--- config.mk ---
export PLATFORM = sky130hd
export DESIGN_NAME = carry_select_adder
export DESIGN_NICKNAME = d
export VERILOG_FILES = /design/src/rtl/csa_pkg.sv /design/src/rtl/ripple_carry_block.sv /design/src/rtl/carry_select_adder.sv
export SDC_FILE = /design/constraint.sdc
export NUM_CORES = 1
export LEC_CHECK = 0
export BUFFER_PORTS_ARGS = -buffer_cell sky130_fd_sc_hd__buf_2
export CAP_MARGIN = 20
export CORE_AREA = 5 5 42 44
export DETAILED_ROUTE_END_ITERATION = 16
export DIE_AREA = 0 0 47 49
export GPL_TIMING_DRIVEN = 0
export SLEW_MARGIN = 5
export SYNTH_ARGS = -nofsm -noshare
export SYNTH_HDL_FRONTEND = slang
export SYNTH_SLANG_ARGS = --single-unit
--- constraint.sdc ---
create_clock -name vclk -period 2.82
set_input_delay 0.564 -clock vclk [all_inputs]
set_output_delay 0.564 -clock vclk [all_outputs]
set_load 0.02 [all_outputs]
--- src/rtl/csa_pkg.sv ---
// Shared constants and sizing helper for the carry-select adder.
package csa_pkg;

    localparam int unsigned CSA_DEFAULT_N     = 4;
    localparam int unsigned CSA_DEFAULT_BLOCK = 4;

    function automatic int unsigned csa_num_blocks(input int unsigned n, input int unsigned blk);
        return (n + blk - 1) / blk;
    endfunction

endpackage

--- src/rtl/ripple_carry_block.sv ---
// W-bit ripple-carry adder built from a chain of full adders.
module ripple_carry_block #(
    parameter int unsigned W = 4
) (
    input  logic [W-1:0] a,
    input  logic [W-1:0] b,
    input  logic         cin,
    output logic [W-1:0] sum,
    output logic         cout
);

    logic [W:0] w_c;

    always_comb begin
        w_c    = '0;
        sum    = '0;
        w_c[0] = cin;
        for (int unsigned i = 0; i < W; i++) begin
            sum[i]   = a[i] ^ b[i] ^ w_c[i];
            w_c[i+1] = (a[i] & b[i]) | (w_c[i] & (a[i] ^ b[i]));
        end
    end

    assign cout = w_c[W];

endmodule

--- src/rtl/carry_select_adder.sv ---
// N-bit carry-select adder; define CARRY_SELECT_ADDER_OUTREG_EN to register
// sum/cout (one cycle latency, async active-low reset clears them).
module carry_select_adder
    import csa_pkg::*;
#(
    parameter int unsigned N     = CSA_DEFAULT_N,
    parameter int unsigned BLOCK = CSA_DEFAULT_BLOCK
) (
    input  logic         clk,
    input  logic         rst_n,
    input  logic [N-1:0] a,
    input  logic [N-1:0] b,
    input  logic         cin,
    output logic [N-1:0] sum,
    output logic         cout
);

    localparam int unsigned BW = (BLOCK > N) ? N : BLOCK;
    localparam int unsigned NB = csa_num_blocks(N, BW);

    logic [N-1:0] w_sum;
    logic         w_cout;

    // Each block keeps its own carry so the select chain is a plain mux ladder.
    for (genvar g = 0; g < NB; g++) begin : blk
        localparam int unsigned LO = g * BW;
        localparam int unsigned W  = (g == NB - 1) ? (N - LO) : BW;

        logic w_cout;

        if (g == 0) begin : g_first
            ripple_carry_block #(.W(W)) u_rcb (
                .a    (a[LO +: W]),
                .b    (b[LO +: W]),
                .cin  (cin),
                .sum  (w_sum[LO +: W]),
                .cout (w_cout)
            );
        end else begin : g_sel
            logic [W-1:0] w_s0;
            logic [W-1:0] w_s1;
            logic         w_c0;
            logic         w_c1;

            ripple_carry_block #(.W(W)) u_rcb0 (
                .a    (a[LO +: W]),
                .b    (b[LO +: W]),
                .cin  (1'b0),
                .sum  (w_s0),
                .cout (w_c0)
            );
            ripple_carry_block #(.W(W)) u_rcb1 (
                .a    (a[LO +: W]),
                .b    (b[LO +: W]),
                .cin  (1'b1),
                .sum  (w_s1),
                .cout (w_c1)
            );

            assign w_sum[LO +: W] = blk[g-1].w_cout ? w_s1 : w_s0;
            assign w_cout         = blk[g-1].w_cout ? w_c1 : w_c0;
        end
    end

    assign w_cout = blk[NB-1].w_cout;

`ifdef CARRY_SELECT_ADDER_OUTREG_EN
    logic [N-1:0] r_sum;
    logic         r_cout;

    always_ff @(posedge clk or negedge rst_n) begin
        if (!rst_n) begin
            r_sum  <= '0;
            r_cout <= 1'b0;
        end else begin
            r_sum  <= w_sum;
            r_cout <= w_cout;
        end
    end

    assign sum  = r_sum;
    assign cout = r_cout;
`else
    logic w_unused;
    assign w_unused = clk ^ rst_n;

    assign sum  = w_sum;
    assign cout = w_cout;
`endif

endmodule

==> impl_metrics.env, run 1 <==
export IMPL_grt_pass1_wl_um=545
export IMPL_fmax_ghz=0.3521
export IMPL_status="finished with violations"
export IMPL_drc_errors=0
export IMPL_yosys_area_top_type="fa_1"
export IMPL_setup_tns_ns=-0.01986
export IMPL_dpl_cell_count=44
export IMPL_pwr_share_seq=0
export IMPL_syn_inst=14
export IMPL_place_hpwl_um=294.1
export IMPL_yosys_top_cells_count="inv_1 (10), fa_1 (4)"
export IMPL_required_ns=2.26
export IMPL_synth_warnings=0
export IMPL_layout_setup_ws_ns=-0.01986
export IMPL_hold_class="in2out"
export IMPL_hold_viol_final=0
export IMPL_finalSetupViolations=1
export IMPL_startpoint_type="input port"
export IMPL_path_max_fanout=1
export IMPL_detail_route_first_pass_iterations=1
export IMPL_dieHeight_um=49
export IMPL_cellPowerDensity_mw_per_mm2=253.3
export IMPL_area_growth_pct=93.62
export IMPL_wl_met1_um=105
export IMPL_synth_top_family_by_area="adder cells"
export IMPL_start_util=0.08393
export IMPL_synth_cell_types=2
export IMPL_wl_um=292
export IMPL_clkbuf_count=0
export IMPL_synth_compound_area_frac=0
export IMPL_synthSimpleGateAreaFrac=0
export IMPL_period_needed_ns=2.840
export IMPL_synth_area_leaders="fa_1 (68%), inv_1 (32%)"
export IMPL_clockPowerShare=0
export IMPL_worstSetupEndpointType="output pin"
export IMPL_fillers=168
export IMPL_grt_use_total=0.02889
export IMPL_design_portCount=16
export IMPL_portBuffers=14
export IMPL_ir_worst_vdd_mv=0.06238
export IMPL_wl_per_cell_um=6.636
export IMPL_grt_start_max_net_pins=2
export IMPL_viasPerCell=2.818
export IMPL_rsz0062_at_grt="yes"
export IMPL_register_area_um2=0
export IMPL_crit_type="in2out"
export IMPL_grt_overflow=0
export IMPL_fin_cells=44
export IMPL_tightest_slew_ns=0.1144
export IMPL_route_met2_wl_um=81
export IMPL_place_congestion=0.6541
export IMPL_whs_ns=1.537
export IMPL_synth_adder_area_share=0.6809
export IMPL_netSwitchingPower_mw=0.03303
export IMPL_maxSlewHeadroom=0.9242
export IMPL_row_count=14
export IMPL_syn_num_nets=29
export IMPL_syn_avg_cell_area_um2=8.401
export IMPL_cts_setup_buffers=0
export IMPL_drv_cap=0
export IMPL_crit_arrival_ns=2.28
export IMPL_report_final_slew_viol_count=0
export IMPL_nets=45
export IMPL_final_core_util=0.1625
export IMPL_failed_checks="setup timing"
export IMPL_switching_share=0.5727
export IMPL_p_leak_nw=0.1350
export IMPL_die_x_um=47
export IMPL_seq_area_frac_synth=0
export IMPL_drtIter0Drc=0
export IMPL_synth_most_common_cell="inv_1"
export IMPL_coreArea_mm2=0.001401
export IMPL_drt_antenna_violating_nets=0
export IMPL_seq_cells=0
export IMPL_die_area_mm2=0.002303
export IMPL_period_share=1.007
export IMPL_netlist_area_leader_share=0.6809
export IMPL_p_int_mw=0.02464
export IMPL_wl_met3_um=105
export IMPL_top_layer_used="met3"
export IMPL_grt_pass1_vias=149
export IMPL_muxShareOfSynthArea=0
export IMPL_syn_area_um2=117.6
export IMPL_synthXorXnorAreaFrac=0
export IMPL_via_count=124
export IMPL_antenna_found_initial=0
export IMPL_power_mw=0.05767
export IMPL_drive_gt1_frac=0.7500
export IMPL_p_comb_frac=1.000
export IMPL_diodes=0
[layout make-up]
cell class         count  area, um2  area share
multi-input cells      4      87.58      0.3846
repair buffers        14      82.58      0.3626
inverters             10      37.54      0.1648
well taps             16      20.02     0.08791
[metal layers]
metal  global-route usage  vias to the layer above
li1                     -                       60
met3              0.01476                        0
met4                    0                        0
met5                    0                        -
met1              0.03524                       50
met2              0.04751                       14
[worst max-delay path, cell delays in order]
cell,delay (ns)
buf_6,0.09
fa_2,0.37
inv_2,0.06
fa_2,0.18
inv_2,0.04
fa_2,0.32
inv_2,0.06
fa_1,0.41
inv_2,0.07
buf_6,0.11
[cell families (layout without fill, tap and decap cells)]
| logic type | after synthesis | count (layout) |
|---|---|---|
| adder cells (fa/ha/maj) | 4 | 4 |
| buffers and inverters | 10 | 24 |
[cells in the final DEF (no fill, tap or decap), drive strengths merged]
cell type / netlist / layout
fa: 4 / 4
buf: 0 / 14
inv: 10 / 10
[power by group through the flow]
stage | clock (mW) | combinational (mW) | sequential [mW]
floorplan | 0 | 0.0322 | 0
finish | 0 | 0.0577 | 0
global placement | 0 | 0.0491 | 0
global route | 0 | 0.0670 | 0
CTS | 0 | 0.0579 | 0
detailed placement | 0 | 0.0503 | 0
[worst paths after layout]
path                  endpoint  start  slack, ns  depth (start not counted)
worst max-delay path    sum[3]    cin      -0.02                         10
worst min-delay path    sum[0]    cin       1.54                          3
[what timing repair did]
item | in CTS | in global routing
gates resized for setup | 9 | 1
endpoints found under the setup margin | 1 | 1
pin swaps | 1 | 0
hold buffers | 0 | 0
[stage by stage]
step | cell area, um2 | setup slack, ns
after floorplan | 117.6 | 0.08178
after global placement | 207.7 | -0.1262
after detailed placement | 207.7 | -0.1646
after CTS | 227.7 | -0.04110
after global routing | 227.7 | -0.1011
final | 227.7 | -0.01986
(Power assumes the default switching activity.)
==> inputs of run 2 (changes only) <==
Settings changed: CORE_AREA 5 5 42 44 to 2 2 39 41, DIE_AREA 0 0 47 49 to 0 0 41 43.
==> run 2 against run 1 <==
Compared with the run above: the run still ends with setup timing left; setup slack about the same; die area decreased by 23%; wire length decreased by 17%; largest cell class is now buffers.
==> impl_metrics.env, run 2 (synthesized netlist as in run 1, its figures left out) <==
export IMPL_drt_antenna_violating_nets=0
export IMPL_worstSetupEndpointType="output pin"
export IMPL_dpl_cell_area_um2=207.7
export IMPL_design_portCount=16
export IMPL_fmax_ghz=0.3521
export IMPL_final_cell_mix="buf_2 (11), inv_1 (7), inv_2 (3), fa_2 (3), buf_6 (3)"
export IMPL_final_core_util=0.1691
export IMPL_cellPowerDensity_mw_per_mm2=244.7
export IMPL_hold_viol_final=0
export IMPL_status="finished with violations"
export IMPL_place_ws_ns=-0.1491
export IMPL_row_count=14
export IMPL_portBuffers=14
export IMPL_hold_class="in2out"
export IMPL_grt_start_max_net_pins=2
export IMPL_final_area_um2=234.0
export IMPL_viasPerCell=2.909
export IMPL_startpoint_type="input port"
export IMPL_report_final_slew_viol_count=0
export IMPL_p_leak_nw=0.1382
export IMPL_grt_use_total=0.02918
export IMPL_tightest_slew_ns=0.1148
export IMPL_crit_type="in2out"
export IMPL_required_ns=2.26
export IMPL_seq_cells=0
export IMPL_start_util=0.08499
export IMPL_place_hpwl_um=242
export IMPL_via_count=128
export IMPL_grt_pass1_vias=121
export IMPL_area_growth_pct=98.94
export IMPL_maxSlewHeadroom=0.9240
export IMPL_nets=45
export IMPL_drv_cap=0
export IMPL_failed_checks="setup timing"
export IMPL_place_congestion=0.5528
export IMPL_dieHeight_um=43
export IMPL_fillers=149
export IMPL_path_max_fanout=1
export IMPL_diodes=0
export IMPL_register_area_um2=0
export IMPL_finalSetupViolations=1
export IMPL_detail_route_first_pass_iterations=1
export IMPL_period_share=1.007
export IMPL_die_area_mm2=0.001763
export IMPL_coreArea_mm2=0.001384
export IMPL_drc_errors=0
export IMPL_grt_overflow=0
export IMPL_whs_ns=1.522
export IMPL_rsz0062_at_grt="yes"
export IMPL_layout_commonest_cell="buf_2"
export IMPL_power_mw=0.05726
export IMPL_fin_cells=44
export IMPL_ir_worst_vdd_mv=0.05724
export IMPL_layout_setup_ws_ns=-0.01995
export IMPL_drtIter0Drc=0
export IMPL_period_needed_ns=2.840
export IMPL_die_x_um=41
export IMPL_dpl_cell_count=44
export IMPL_antenna_found_initial=0
export IMPL_drive_gt1_frac=0.7143
export IMPL_wl_um=242
export IMPL_grt_pass1_wl_um=393
export IMPL_clkbuf_count=0
export IMPL_setup_tns_ns=-0.01995
export IMPL_wl_per_cell_um=5.500
export IMPL_crit_arrival_ns=2.28
run 2: changes by cell type in the layout (fill, tap and decap cells not counted):
cell	change
buf_2	-1
buf_6	+1
inv_1	+1
inv_2	-1
run 2: path summary, 6_finish.rpt:
path | startpoint | to | cells past startpoint
worst max-delay path | a[0] | sum[3] | 10
worst min-delay path | cin | sum[0] | 3
run 2: power by group:
group          internal [mW]  leakage, nW  switching, mW  total (mW)
Sequential                 0            0              0           0
Clock                      0            0              0           0
Combinational         0.0251        0.138         0.0321      0.0573
run 2: cell type report:
cell class | instances | area, um2 | area share
inverters | 10 | 37.54 | 0.1604
multi-input cells | 4 | 87.58 | 0.3743
well taps | 16 | 20.02 | 0.08556
repair buffers | 14 | 88.84 | 0.3797
run 2: timing repair:
action | CTS | global route
buffers inserted | 0 | 0
resized for setup | 9 | 1
endpoints found under the hold margin | 0 | 0
setup endpoints to repair | 1 | 1
pin swaps | 4 | 4
cloned | 0 | 0
hold buffers | 0 | 0
run 2: critical path, cell delays in order:
cell and delay [ns]:
buf_6 0.09, fa_2 0.37, inv_2 0.06, fa_2 0.18, inv_2 0.04, fa_2 0.32, inv_2 0.06, fa_1 0.40
inv_1 0.08, buf_6 0.11
run 2: routing by layer:
metal  track usage  part of all wire
met4             0                 0
met2       0.05313              0.38
met1       0.03560              0.32
met5             0                 0
met3      0.005236              0.29
